$ cat src/rtl/cpu_pkg.sv
// Shared CPU definitions: sizes, opcodes, mem_op codes, fetch FSM states
// and the instruction word layout used by the fetch/decode front end.
package cpu_pkg;

  localparam int DATA_SIZE  = 16;
  localparam int ADDR_SIZE  = 5;
  localparam int STACK_SIZE = 4;

  localparam logic [3:0] OP_NOP = 4'h0;
  localparam logic [3:0] OP_ADD = 4'h1;
  localparam logic [3:0] OP_SUB = 4'h2;
  localparam logic [3:0] OP_INC = 4'h3;
  localparam logic [3:0] OP_LD  = 4'h8;
  localparam logic [3:0] OP_ST  = 4'h9;
  localparam logic [3:0] OP_JMP = 4'hC;
  localparam logic [3:0] OP_RTN = 4'hD;

  localparam logic [3:0] NONE       = 4'h0;
  localparam logic [3:0] REG_TO_REG = 4'h1;
  localparam logic [3:0] MEM_TO_REG = 4'h2;
  localparam logic [3:0] OP_REG     = 4'h3;

  typedef enum logic [1:0] {
    ST_IDLE  = 2'd0,
    ST_FETCH = 2'd1,
    ST_WAIT  = 2'd2,
    ST_HOLD  = 2'd3
  } fetch_state_e;

  typedef struct packed {
    logic [3:0] op_code;
    logic [3:0] mem_op;
    logic [3:0] left;
    logic [3:0] right;
  } instr_t;

  // Jump target is the low PC bits of the {left,right} byte.
  function automatic logic [ADDR_SIZE-1:0] jump_target(input instr_t ins);
    return ADDR_SIZE'({ins.left, ins.right});
  endfunction

endpackage

$ cat src/rtl/instr_fetch_decode_ret_stack.sv
// Return-address LIFO. One operation per cycle; clear wins, a push into a
// full stack and a pop from an empty stack are ignored (the caller flags them).
module ret_stack
  import cpu_pkg::*;
#(
  parameter int DEPTH = 4,
  parameter int WIDTH = 5
) (
  input  logic             clk,
  input  logic             rstn,
  input  logic             clear,
  input  logic             push,
  input  logic             pop,
  input  logic [WIDTH-1:0] push_data,
  output logic [WIDTH-1:0] top,
  output logic             full,
  output logic             empty
);

  localparam int CW = $clog2(DEPTH + 1);
  localparam int IW = $clog2(DEPTH);

  logic [WIDTH-1:0] mem_q [DEPTH];
  logic [WIDTH-1:0] mem_d [DEPTH];
  logic [CW-1:0]    cnt_q;
  logic [CW-1:0]    cnt_d;
  logic [IW-1:0]    wr_idx_s;
  logic [IW-1:0]    top_idx_s;

  assign full      = (cnt_q == CW'(DEPTH));
  assign empty     = (cnt_q == '0);
  assign wr_idx_s  = IW'(cnt_q);
  assign top_idx_s = IW'(cnt_q - CW'(1));
  assign top       = empty ? '0 : mem_q[top_idx_s];

  // Next stack contents and fill count for the requested operation.
  always_comb begin
    mem_d = mem_q;
    cnt_d = cnt_q;
    if (clear) begin
      cnt_d = '0;
    end else if (push && !full) begin
      mem_d[wr_idx_s] = push_data;
      cnt_d           = cnt_q + CW'(1);
    end else if (pop && !empty) begin
      cnt_d = cnt_q - CW'(1);
    end else begin
      cnt_d = cnt_q;
    end
  end

  // Stack storage and count; reset empties the stack.
  always_ff @(posedge clk or posedge rstn) begin
    if (rstn) begin
      cnt_q <= '0;
      for (int i = 0; i < DEPTH; i++) begin
        mem_q[i] <= '0;
      end
    end else begin
      cnt_q <= cnt_d;
      mem_q <= mem_d;
    end
  end

endmodule

$ cat src/rtl/instr_fetch_decode.sv
// Instruction fetch/decode front end: fetches from a synchronous-read program
// memory, resolves JMP/RTN locally via a return stack, and presents all other
// instructions to execute over valid/ready. load suspends and restarts fetch.
module instr_fetch_decode
  import cpu_pkg::*;
#(
  parameter int DATA_SIZE  = cpu_pkg::DATA_SIZE,
  parameter int ADDR_SIZE  = cpu_pkg::ADDR_SIZE,
  parameter int STACK_SIZE = cpu_pkg::STACK_SIZE
) (
  input  logic                 clk,
  input  logic                 rstn,
  input  logic                 load,
  output logic                 mem_rd,
  output logic [ADDR_SIZE-1:0] mem_addr,
  input  logic [DATA_SIZE-1:0] mem_rdata,
  output logic                 out_valid,
  input  logic                 out_ready,
  output logic [3:0]           out_opcode,
  output logic [3:0]           out_memop,
  output logic [3:0]           out_left,
  output logic [3:0]           out_right,
  output logic [ADDR_SIZE-1:0] out_pc,
  output logic                 stack_err
);

  fetch_state_e         state_q, state_d;
  logic [ADDR_SIZE-1:0] pc_q, pc_d;
  instr_t               ir_q, ir_d;
  logic                 err_q, err_d;

  instr_t               rd_s;
  logic                 push_s, pop_s, clear_s;
  logic [ADDR_SIZE-1:0] stk_top_s;
  logic                 stk_full_s, stk_empty_s;
  logic [ADDR_SIZE-1:0] pc_inc_s;

  assign rd_s     = instr_t'(mem_rdata);
  assign pc_inc_s = pc_q + ADDR_SIZE'(1);

  ret_stack #(
    .DEPTH(STACK_SIZE),
    .WIDTH(ADDR_SIZE)
  ) u_ret_stack (
    .clk      (clk),
    .rstn     (rstn),
    .clear    (clear_s),
    .push     (push_s),
    .pop      (pop_s),
    .push_data(pc_inc_s),
    .top      (stk_top_s),
    .full     (stk_full_s),
    .empty    (stk_empty_s)
  );

  // FSM next state, PC/IR updates and stack control; load overrides everything.
  always_comb begin
    state_d = state_q;
    pc_d    = pc_q;
    ir_d    = ir_q;
    err_d   = err_q;
    push_s  = 1'b0;
    pop_s   = 1'b0;
    clear_s = 1'b0;
    if (load) begin
      state_d = ST_IDLE;
      pc_d    = '0;
      ir_d    = '0;
      err_d   = 1'b0;
      clear_s = 1'b1;
    end else begin
      case (state_q)
        ST_IDLE: begin
          pc_d    = '0;
          state_d = ST_FETCH;
        end
        ST_FETCH: begin
          state_d = ST_WAIT;
        end
        ST_WAIT: begin
          ir_d = rd_s;
          case (rd_s.op_code)
            OP_JMP: begin
              push_s  = 1'b1;
              pc_d    = jump_target(rd_s);
              state_d = ST_FETCH;
              if (stk_full_s) begin
                err_d = 1'b1;
              end else begin
                err_d = err_q;
              end
            end
            OP_RTN: begin
              pop_s   = 1'b1;
              state_d = ST_FETCH;
              if (stk_empty_s) begin
                pc_d  = '0;
                err_d = 1'b1;
              end else begin
                pc_d  = stk_top_s;
                err_d = err_q;
              end
            end
            default: begin
              state_d = ST_HOLD;
            end
          endcase
        end
        ST_HOLD: begin
          if (out_ready) begin
            pc_d    = pc_inc_s;
            state_d = ST_FETCH;
          end else begin
            state_d = ST_HOLD;
          end
        end
        default: begin
          state_d = ST_IDLE;
        end
      endcase
    end
  end

  // Front-end state registers; reset returns to IDLE with PC, IR and flag cleared.
  always_ff @(posedge clk or posedge rstn) begin
    if (rstn) begin
      state_q <= ST_IDLE;
      pc_q    <= '0;
      ir_q    <= '0;
      err_q   <= 1'b0;
    end else begin
      state_q <= state_d;
      pc_q    <= pc_d;
      ir_q    <= ir_d;
      err_q   <= err_d;
    end
  end

  assign mem_rd     = (state_q == ST_FETCH);
  assign mem_addr   = pc_q;
  assign out_valid  = (state_q == ST_HOLD);
  assign out_opcode = ir_q.op_code;
  assign out_memop  = ir_q.mem_op;
  assign out_left   = ir_q.left;
  assign out_right  = ir_q.right;
  assign out_pc     = pc_q;
  assign stack_err  = err_q;

endmodule

$ cat config.mk
export PLATFORM = sky130hd
export DESIGN_NAME = instr_fetch_decode
export DESIGN_NICKNAME = d
export VERILOG_FILES = /design/src/rtl/cpu_pkg.sv /design/src/rtl/instr_fetch_decode_ret_stack.sv /design/src/rtl/instr_fetch_decode.sv
export SDC_FILE = /design/constraint.sdc
export NUM_CORES = 1
export LEC_CHECK = 0
export CORE_UTILIZATION = 55
export DETAILED_ROUTE_END_ITERATION = 10
export GPL_TIMING_DRIVEN = 0
export PLACE_DENSITY = 0.85
export SLEW_MARGIN = 40
export SYNTH_ARGS = -nofsm -noshare
export SYNTH_HDL_FRONTEND = slang
export SYNTH_SLANG_ARGS = --single-unit
$ cat constraint.sdc
create_clock -name clk -period 5.55 [get_ports clk]
set_input_delay 1.665 -clock clk [delete_from_list [all_inputs] [get_ports clk]]
set_output_delay 1.665 -clock clk [all_outputs]
set_load 0.02 [all_outputs]
==> Yosys cells after proc, flatten, opt, wreduce, memory -nomap -nowiden <==
Cells that the tools add are included.
{ "word_totals": {"output_inout_bits": 29, "inputBits": 20, "regBits": 47} }
{ "op_classes": {"magnitude_cmp": 3, "reduce_logical": 15, "bitwise": 3, "add_sub_neg": 3, "eq_ne": 10, "mux": 32} }
{ "op_table": {"columns": ["op", "count"], "rows": [
  ["two-way mux 16 bit", 2],
  ["two-way mux 5 bit", 6],
  ["bitwise mux 20 bit", 1],
  ["one-hot mux 5 bit (3 select lines)", 1],
  ["two-way mux 1 bit", 11],
  ["binary-select mux 5 bit (select 2 bit)", 1],
  ["demux 5 bit (select 2 bit)", 1],
  ["one-hot mux 5 bit (2 select lines)", 1],
  ["two-way mux 3 bit", 3],
  ["inequality test 3 x 2 -> 1 bit, second input constant", 3],
  ["equality test 4 bit, second input constant", 2],
  ["one-hot mux 2 bit (4 select lines)", 1],
  ["greater-or-equal comparator 3 bit, second input constant", 2],
  ["two-way mux 2 bit", 3],
  ["NOT 2 -> 3 bit", 2],
  ["nonzero test 3 bit", 2],
  ["adder 5 x 1 -> 5 bit, second input constant", 1],
  ["equality test 2 bit, second input constant", 2],
  ["inequality test 4 x 3 -> 1 bit, second input constant", 1],
  ["AND reduction 4 bit", 1],
  ["nonzero test 4 bit", 1],
  ["adder 3 x 1 -> 3 bit, second input constant", 1],
  ["equality test 3 bit, second input constant", 1],
  ["logical AND 1 bit", 3],
  ["other kinds (12)", 13]
]} }

==> Depth between registers and ports, before layout <==
Gate-level depths: netlist of run 1.
{ "logic_depth": {"depth_word": 9, "mapped_depth": 7, "depth_no_buf": 6} }

==> Cells and area by module <==
Synthesis of run 1 repeated with hierarchy kept, for this count alone.
{ "hier_totals": {"cells_unflattened": 231, "area_unflattened_um2": 2513.7} }
{ "modules_own_cells": {"columns": ["module", "instances", "seq_area_each_um2", "area_per_inst_um2", "cells_per_inst"], "rows": [
  ["ret_stack", 1, 575.6, 1258.7, 92],
  ["instr_fetch_decode", 1, 600.6, 1255.0, 139]
]} }

==> Worst setup path before layout of run 1 <==
Ideal clock, no wire load.
{ "synth_path": {"path_type": "input to register", "startpoint": "input port load", "endpoint": "register u_ret_stack.cnt_q[2]", "cell_stages": 5, "n_path_buf": 1, "setup_slack_ps": 2599, "t_arrival_ps": 2826, "path_cell_list": "buf_6 nor4b_4 nand4_4 a21boi_1 mux2_4"} }
{ "synth_via": {"elab_chain_cells": 4, "elab_cells_between_ends": 8, "cone_classes": "mux (5); reduce/logical (3)"} }
{ "synth_lines": {"columns": ["element", "line_no", "source"], "rows": [
  ["start: declaration", "instr_fetch_decode.sv:13", "input logic load,"],
  ["two-way mux 1 bit", "instr_fetch_decode.sv:65", "if (load) begin"],
  ["logical AND 1 bit", "instr_fetch_decode_ret_stack.sv:42", "end else if (push && !full) begin"],
  ["two-way mux 3 bit", "instr_fetch_decode_ret_stack.sv:42", null],
  ["two-way mux 3 bit", "instr_fetch_decode_ret_stack.sv:40", "if (clear) begin"],
  ["end signal: assignment", "instr_fetch_decode_ret_stack.sv:60", "cnt_q <= cnt_d;"],
  ["end: declaration", "instr_fetch_decode_ret_stack.sv:25", "logic [CW-1:0] cnt_q;"]
]} }
Several ways; a longest one is shown, not always the timed one.
A chain may end at the register's enable or synchronous reset.

==> Worst setup path in the final report of run 1 <==
{ "layout_path": {"startpoint": "register state_q[0]", "endpoint": "output port mem_rd"} }
{ "layout_via": {"elab_chain_cells": 1} }
{ "layout_lines": {"columns": ["element", "line_no", "source"], "rows": [
  ["start: declaration", "instr_fetch_decode.sv:27", "fetch_state_e state_q, state_d;"],
  ["start signal: assignment", "instr_fetch_decode.sv:132", "state_q <= state_d;"],
  ["equality test 2 x 1 -> 1 bit", "instr_fetch_decode.sv:139", "assign mem_rd = (state_q == ST_FETCH);"],
  ["end: declaration", "instr_fetch_decode.sv:14", "output logic mem_rd,"]
]} }
Every way passes these cells.

==> impl_metrics.tcl, run 1 <==
set metrics [dict create \
    status "finished, final reports clean" \
    ys_seq_area_share_pct 50.5 \
    post-cts-setup-buffers 0 \
    htreeDepth 2 \
    grt_util_all_layers_pct 25.3 \
    fin_nets 287 \
    cp-end-kind "primary output" \
    fin_ws_ns 2.17 \
    clock_path_buffers 2 \
    hold-worst-slack_ns 0.498 \
    syn-instance-count 206 \
    tightestPinTransition_ns 0.653 \
    syn_nets 232 \
    yosys-top-cells-count "47 x dfrtp_1, 39 x nand2_1, 17 x a21oi_1, 17 x mux2_2, 10 x nor2b_1" \
    hold_class "reg2reg" \
    clock.fmax_ghz 0.296 \
    r2r_start "u_ret_stack.cnt_q[0]" \
    numCtsBuffers 5 \
    crit_arrival_ns 1.71 \
    grt_pass1_wl_um 8230 \
    drc 0 \
    synth_top_area_share_pct 50.5 \
    max_slew_margin_pct 56.1 \
    cp-start-kind "register" \
    syn_to_final_growth_pct 28.9 \
    dieArea_sq_um 4500 \
    synth-edff-count 0 \
    hold_violations 0 \
    finalInstanceArea_sq_um 3000 \
    gp_congestion 0.756 \
    criticalPathCategory "reg2out" \
    startpoint "state_q[0]" \
    hpwlAfterDp_um 3770 \
    crit_end "mem_rd" \
    cts_resized 0 \
    ff2ff_setup_slack_ns 3.02 \
    drtPass1Iterations 4 \
    wl_per_cell_um 16.3 \
    antenna_left 0 \
    io_pins 49 \
    clock-sinks 47 \
    timing.setup.tns_ns 0 \
    grt_pass1_vias 1698 \
    ctsHoldBuffers 0 \
    worst_clock_skew_ns 0.00474 \
    worst-path-max-fanout 10 \
    synth.distinct_cells 38 \
    grt_max_degree 32 \
    die_h_um 67.1 \
    setup_violations 0 \
    cellPowerDensity_nw_per_um2 233 \
    p_leak_uw 0.00136 \
    drv_slew 0 \
    port_buffers 47 \
    cp.required_ns 3.88 \
    layout-drive-gt1-share_pct 17.6 \
    netlist_area_sq_um 2330 \
    coreArea_sq_um 4030 \
    reg2reg_to "mem_addr[4]" \
    diodes 0 \
    vias 1737 \
    avgSynthCellArea_sq_um 11.3 \
    cts.reportedPaths.clkPinSlew_ns 0.08 \
    rr_worst_depth 7 \
    ys.warnings.count 0 \
    min_period_ns 3.38 \
    antenna_found_initial 0 \
    initial_core_util_pct 57.9 \
    synthArstFlopShare_pct 100 \
    synth_area_leaders "dfrtp_1 50%, mux2_2 8.2%, nand2_1 6.3%, mux4_2 4.8%, a21oi_1 3.7%" \
    clock_latency_ns 0.30 \
    std_cell_rows 23 \
    root_buffer "clkbuf_8" \
    wirelength_um 5070 \
    viasPerCell 5.57 \
    pre_cts_ws_ns 1.96 \
    fin_crit_sh_pct 60.9 \
    synth_flop_cell "dfrtp_1" \
    ys_ff_latch 47 \
    rsz0062_at_grt "false" \
    drt_iter0_markers 67 \
    post-route-util_pct 74.6 \
    yosys.area.top_type "dfrtp_1" \
    vdd_drop_max_mv 0.156 \
    maxCapViolCount 0 \
    die_x_um 67.1 \
    cts_tree "built" \
    grt_overflow 0 \
    dpl-instance-area_sq_um 2890 \
    synth_most_common_cell "dfrtp_1" \
]
per-layer routing:
layer | up-vias | global-route usage (%) | wire, um
li1 | 835 | - | -
met1 | 851 | 33.3 | 2300
met2 | 44 | 41.9 | 2510
met3 | 7 | 4.97 | 212
met4 | 0 | 7.71 | 57
met5 | - | 0 | 0
how the worst min path moves through the flow:
stage                     startpoint               endpoint  slack (ns)  cells past startpoint
2_1_floorplan  u_ret_stack.mem_q[10]  u_ret_stack.mem_q[10]        0.44                      2
3_3_place_gp   u_ret_stack.mem_q[15]  u_ret_stack.mem_q[15]        0.46                      2
3_5_place_dp    u_ret_stack.mem_q[5]   u_ret_stack.mem_q[5]        0.47                      2
4_1_cts         u_ret_stack.mem_q[5]   u_ret_stack.mem_q[5]        0.49                      2
5_1_grt         u_ret_stack.mem_q[5]   u_ret_stack.mem_q[5]        0.52                      2
6_report        u_ret_stack.mem_q[5]   u_ret_stack.mem_q[5]        0.50                      2
critical path, stage by stage, from the launching register on:
cell and delay [ns]:
dfrtp_1 0.33, buf_4 0.16, nor2b_1 0.27, clkdlybuf4s50_1 0.65
metrics by stage:
stage / std cells / total power (uW)
3_3_place_gp: 303 / 444
3_5_place_dp: 304 / 448
5_1_grt: 312 / 726
2_1_floorplan: 206 / 405
6_report: 312 / 701
4_1_cts: 312 / 704
power by group:
part           internal [uW]  switching [uW]
clock                    146             114
combinational           38.0            46.5
sequential               351            5.77
flip-flops by register name, indices dropped and copies added (netlist names):
| signal | cells |
|---|---|
| out_opcode | 4 |
| state_q | 2 |
| stack_err | 1 |
| mem_addr | 5 |
| out_memop | 4 |
| out_right | 4 |
| out_left | 4 |
| u_ret_stack.mem_q | 20 |
| u_ret_stack.cnt_q | 3 |
cells by family after synthesis:
kind of cell | count (synthesis) | synth area share (%)
compound gates | 33 | 9.34
mux | 23 | 13.7
simple gates | 74 | 17.3
xor+xnor | 4 | 1.50
flops | 47 | 50.5
fa+ha+maj | 6 | 3.22
buf+inv | 19 | 4.51
cells in the final DEF (no fill, tap or decap), types with 2 or more instances in the layout:
| master | count |
|---|---|
| and4_1 | 2 |
| a2111o_1 | 2 |
| a32o_1 | 2 |
| nand2b_1 | 2 |
| clkdlybuf4s50_1 | 47 |
| xor2_1 | 2 |
| mux2_2 | 17 |
| nor2_1 | 3 |
| nor2b_1 | 10 |
| ha_1 | 6 |
| nand3_1 | 2 |
| a221o_1 | 3 |
| o21ai_0 | 4 |
| xnor2_1 | 2 |
| dfrtp_1 | 47 |
| clkbuf_8 | 6 |
| mux4_2 | 5 |
| clkbuf_1 | 6 |
| and3_1 | 3 |
| a21oi_1 | 17 |
| nor3_1 | 3 |
| buf_4 | 6 |
| inv_1 | 2 |
| buf_2 | 2 |
| nand4_1 | 3 |
| nand2_1 | 39 |
| and3b_1 | 2 |
final cells by class:
cell class                      instances  area, sq um
Clock inverter                          2         35.0
Tap cell                               50         62.6
Clock buffer                            6         82.6
Timing Repair Buffer                   48          490
Sequential cell                        47         1180
Buffer                                 16         93.8
Inverter                                3         13.8
Multi-Input combinational cell        140         1050
Fill cell                             310         1020
(Power assumes the default switching activity.)
==> run 2, diff against run 1 <==
- CORE_UTILIZATION: 55 -> 46
- PLACE_DENSITY: 0.85 -> 0.76
- clock period: 5.55 -> 2.95 ns (I/O delays scaled with it)
==> run 2 against run 1 <==
  * Wire length down 2.4%
  * Flip-flop and latch count is the same
  * Combinational power up 86%
  * Clock skew rose by 0.0013 ns
  * First-iteration DRC count grew 36%
  * Die area rose by 19%
  * Critical path type unchanged
  * Highest routed layer unchanged
==> impl_metrics.tcl, run 2 (same netlist as run 1, synthesis figures left out) <==
set metrics [dict create \
    finalInstanceArea_sq_um 3000 \
    cp.required_ns 2.07 \
    coreArea_sq_um 4790 \
    syn_to_final_growth_pct 28.9 \
    r2r_start "u_ret_stack.cnt_q[0]" \
    pre_cts_ws_ns 0.105 \
    clock_latency_ns 0.30 \
    grtUsageMet1_pct 26.5 \
    clock.fmax_ghz 0.384 \
    post-cts-setup-buffers 0 \
    cts.reportedPaths.clkPinSlew_ns 0.10 \
    status "finished, final reports clean" \
    grt_overflow 0 \
    clkPwrFrac_pct 33.0 \
    pwr-share-seq_pct 54.3 \
    grt_util_all_layers_pct 20.5 \
    die_x_um 73.2 \
    min_period_ns 2.60 \
    drc 0 \
    hold_violations 0 \
    fin_crit_sh_pct 88.3 \
    worstHoldStart "u_ret_stack.mem_q[5]" \
    power.total_uw 1240 \
    largest_register_ffs 20 \
    dieArea_sq_um 5360 \
    cp_cell_sequence "buf_4 -> nor2b_1 -> clkdlybuf4s50_1" \
    clock_path_buffers 2 \
    pwr-share-comb_pct 12.7 \
    power.internal_uw 907 \
    die_h_um 73.2 \
    ctsHoldBuffers 0 \
    htreeDepth 2 \
    startpoint "state_q[0]" \
    antenna_found_initial 0 \
    p_leak_uw 0.00135 \
    grt_pass1_wl_um 8050 \
    vias 1725 \
    layout-drive-gt1-share_pct 17.6 \
    mostFrequentLayoutCells "47 x clkdlybuf4s50_1, 47 x dfrtp_1, 39 x nand2_1, 17 x mux2_2, 17 x a21oi_1" \
    busiest_layer "met2" \
    tightestPinTransition_ns 0.632 \
    grtUsageMet3_pct 4.01 \
    cp-start-kind "register" \
    hold_class "reg2reg" \
    fin_ws_ns 0.345 \
    diodes 0 \
    p_sw_uw 329 \
    grt_util_met2_pct 32.9 \
    vdd_drop_max_mv 0.350 \
    cp-end-kind "primary output" \
    maxCapViolCount 0 \
    drtPass1Iterations 4 \
    largest-register "u_ret_stack.mem_q" \
    crit_arrival_ns 1.72 \
    clock-sinks 47 \
    cts_tree "built" \
    criticalPathCategory "reg2out" \
    root_buffer "clkbuf_8" \
    hpwlAfterDp_um 3720 \
    swShare_pct 26.6 \
    grt_pass1_vias 1647 \
    cts_resized 0 \
    cellPowerDensity_nw_per_um2 411 \
    slowest_delay_ns 0.66 \
    dpl-instance-area_sq_um 2910 \
    fin_nets 287 \
    timing.setup.tns_ns 0 \
    post-route-util_pct 62.8 \
    setup_violations 0 \
    critPathSlowestCell "clkdlybuf4s50_1" \
    antenna_left 0 \
    grt_max_degree 45 \
    drv_slew 0 \
    io_pins 49 \
    wirelength_um 4950 \
    port_buffers 47 \
    numCtsBuffers 5 \
    worst_clock_skew_ns 0.00609 \
    drt_iter0_markers 91 \
    rsz0062_at_grt "false" \
    gp_congestion 0.788 \
    wl_per_cell_um 15.0 \
    max_slew_margin_pct 57.6 \
    viasPerCell 5.24 \
    std_cell_rows 25 \
    worst-path-max-fanout 10 \
    initial_core_util_pct 48.7 \
]
## run 2: cell types whose count changed in the layout (fill, tap and decap cells not counted)
cell / before / now
bufinv_16: 1 / 0
clkbuf_8: 6 / 5
clkinv_2: 1 / 0
clkinvlp_4: 0 / 1
inv_6: 0 / 1
inv_8: 0 / 1
## run 2: worst paths after layout
check	endpoint	slack, ns	cells past startpoint
worst max register to register	mem_addr[4]	0.44	7
worst min register to register	u_ret_stack.mem_q[5]	0.49	2
max in group asynchronous	out_opcode[1]	1.74	3
worst max-delay path	mem_rd	0.35	3
min in group asynchronous	mem_addr[2]	0.79	2
worst min-delay path	u_ret_stack.mem_q[5]	0.49	2
## run 2: power groups by stage
| stage | Combinational [uW] | Sequential (uW) | Clock (uW) |
|---|---|---|---|
| after floorplan | 66.4 | 696 | 0 |
| after global placement | 153 | 683 | 0 |
| after detailed placement | 159 | 683 | 0 |
| after CTS | 160 | 671 | 421 |
| after global routing | 173 | 673 | 450 |
| final | 157 | 670 | 408 |
## run 2: stage by stage
step	hold slack (ns)	std cells
after floorplan	0.445	206
after global placement	0.461	320
after detailed placement	0.474	321
after CTS	0.496	329
after global routing	0.509	329
final	0.492	329
## run 2: critical path: cells and delay by family, from the launching register on
family | cells | cell delay [ns]
AND/OR/NAND/NOR | 1 | 0.25
flip-flops | 1 | 0.34
buffers and inverters | 2 | 0.83
## run 2: layer usage
metal	wire length (um)	up-vias	share of wire, %
met5	0	-	0
met4	104	0	2.1
met3	187	10	3.8
met2	2440	39	49
met1	2220	841	45
li1	-	835	-
## run 2: layout make-up
cell class | count | area [sq um]
Buffer | 16 | 93.8
Clock buffer | 5 | 68.8
Clock inverter | 3 | 27.5
Fill cell | 395 | 1780
Inverter | 3 | 13.8
Multi-Input combinational cell | 140 | 1050
Sequential cell | 47 | 1180
Tap cell | 67 | 83.8
Timing Repair Buffer | 48 | 490
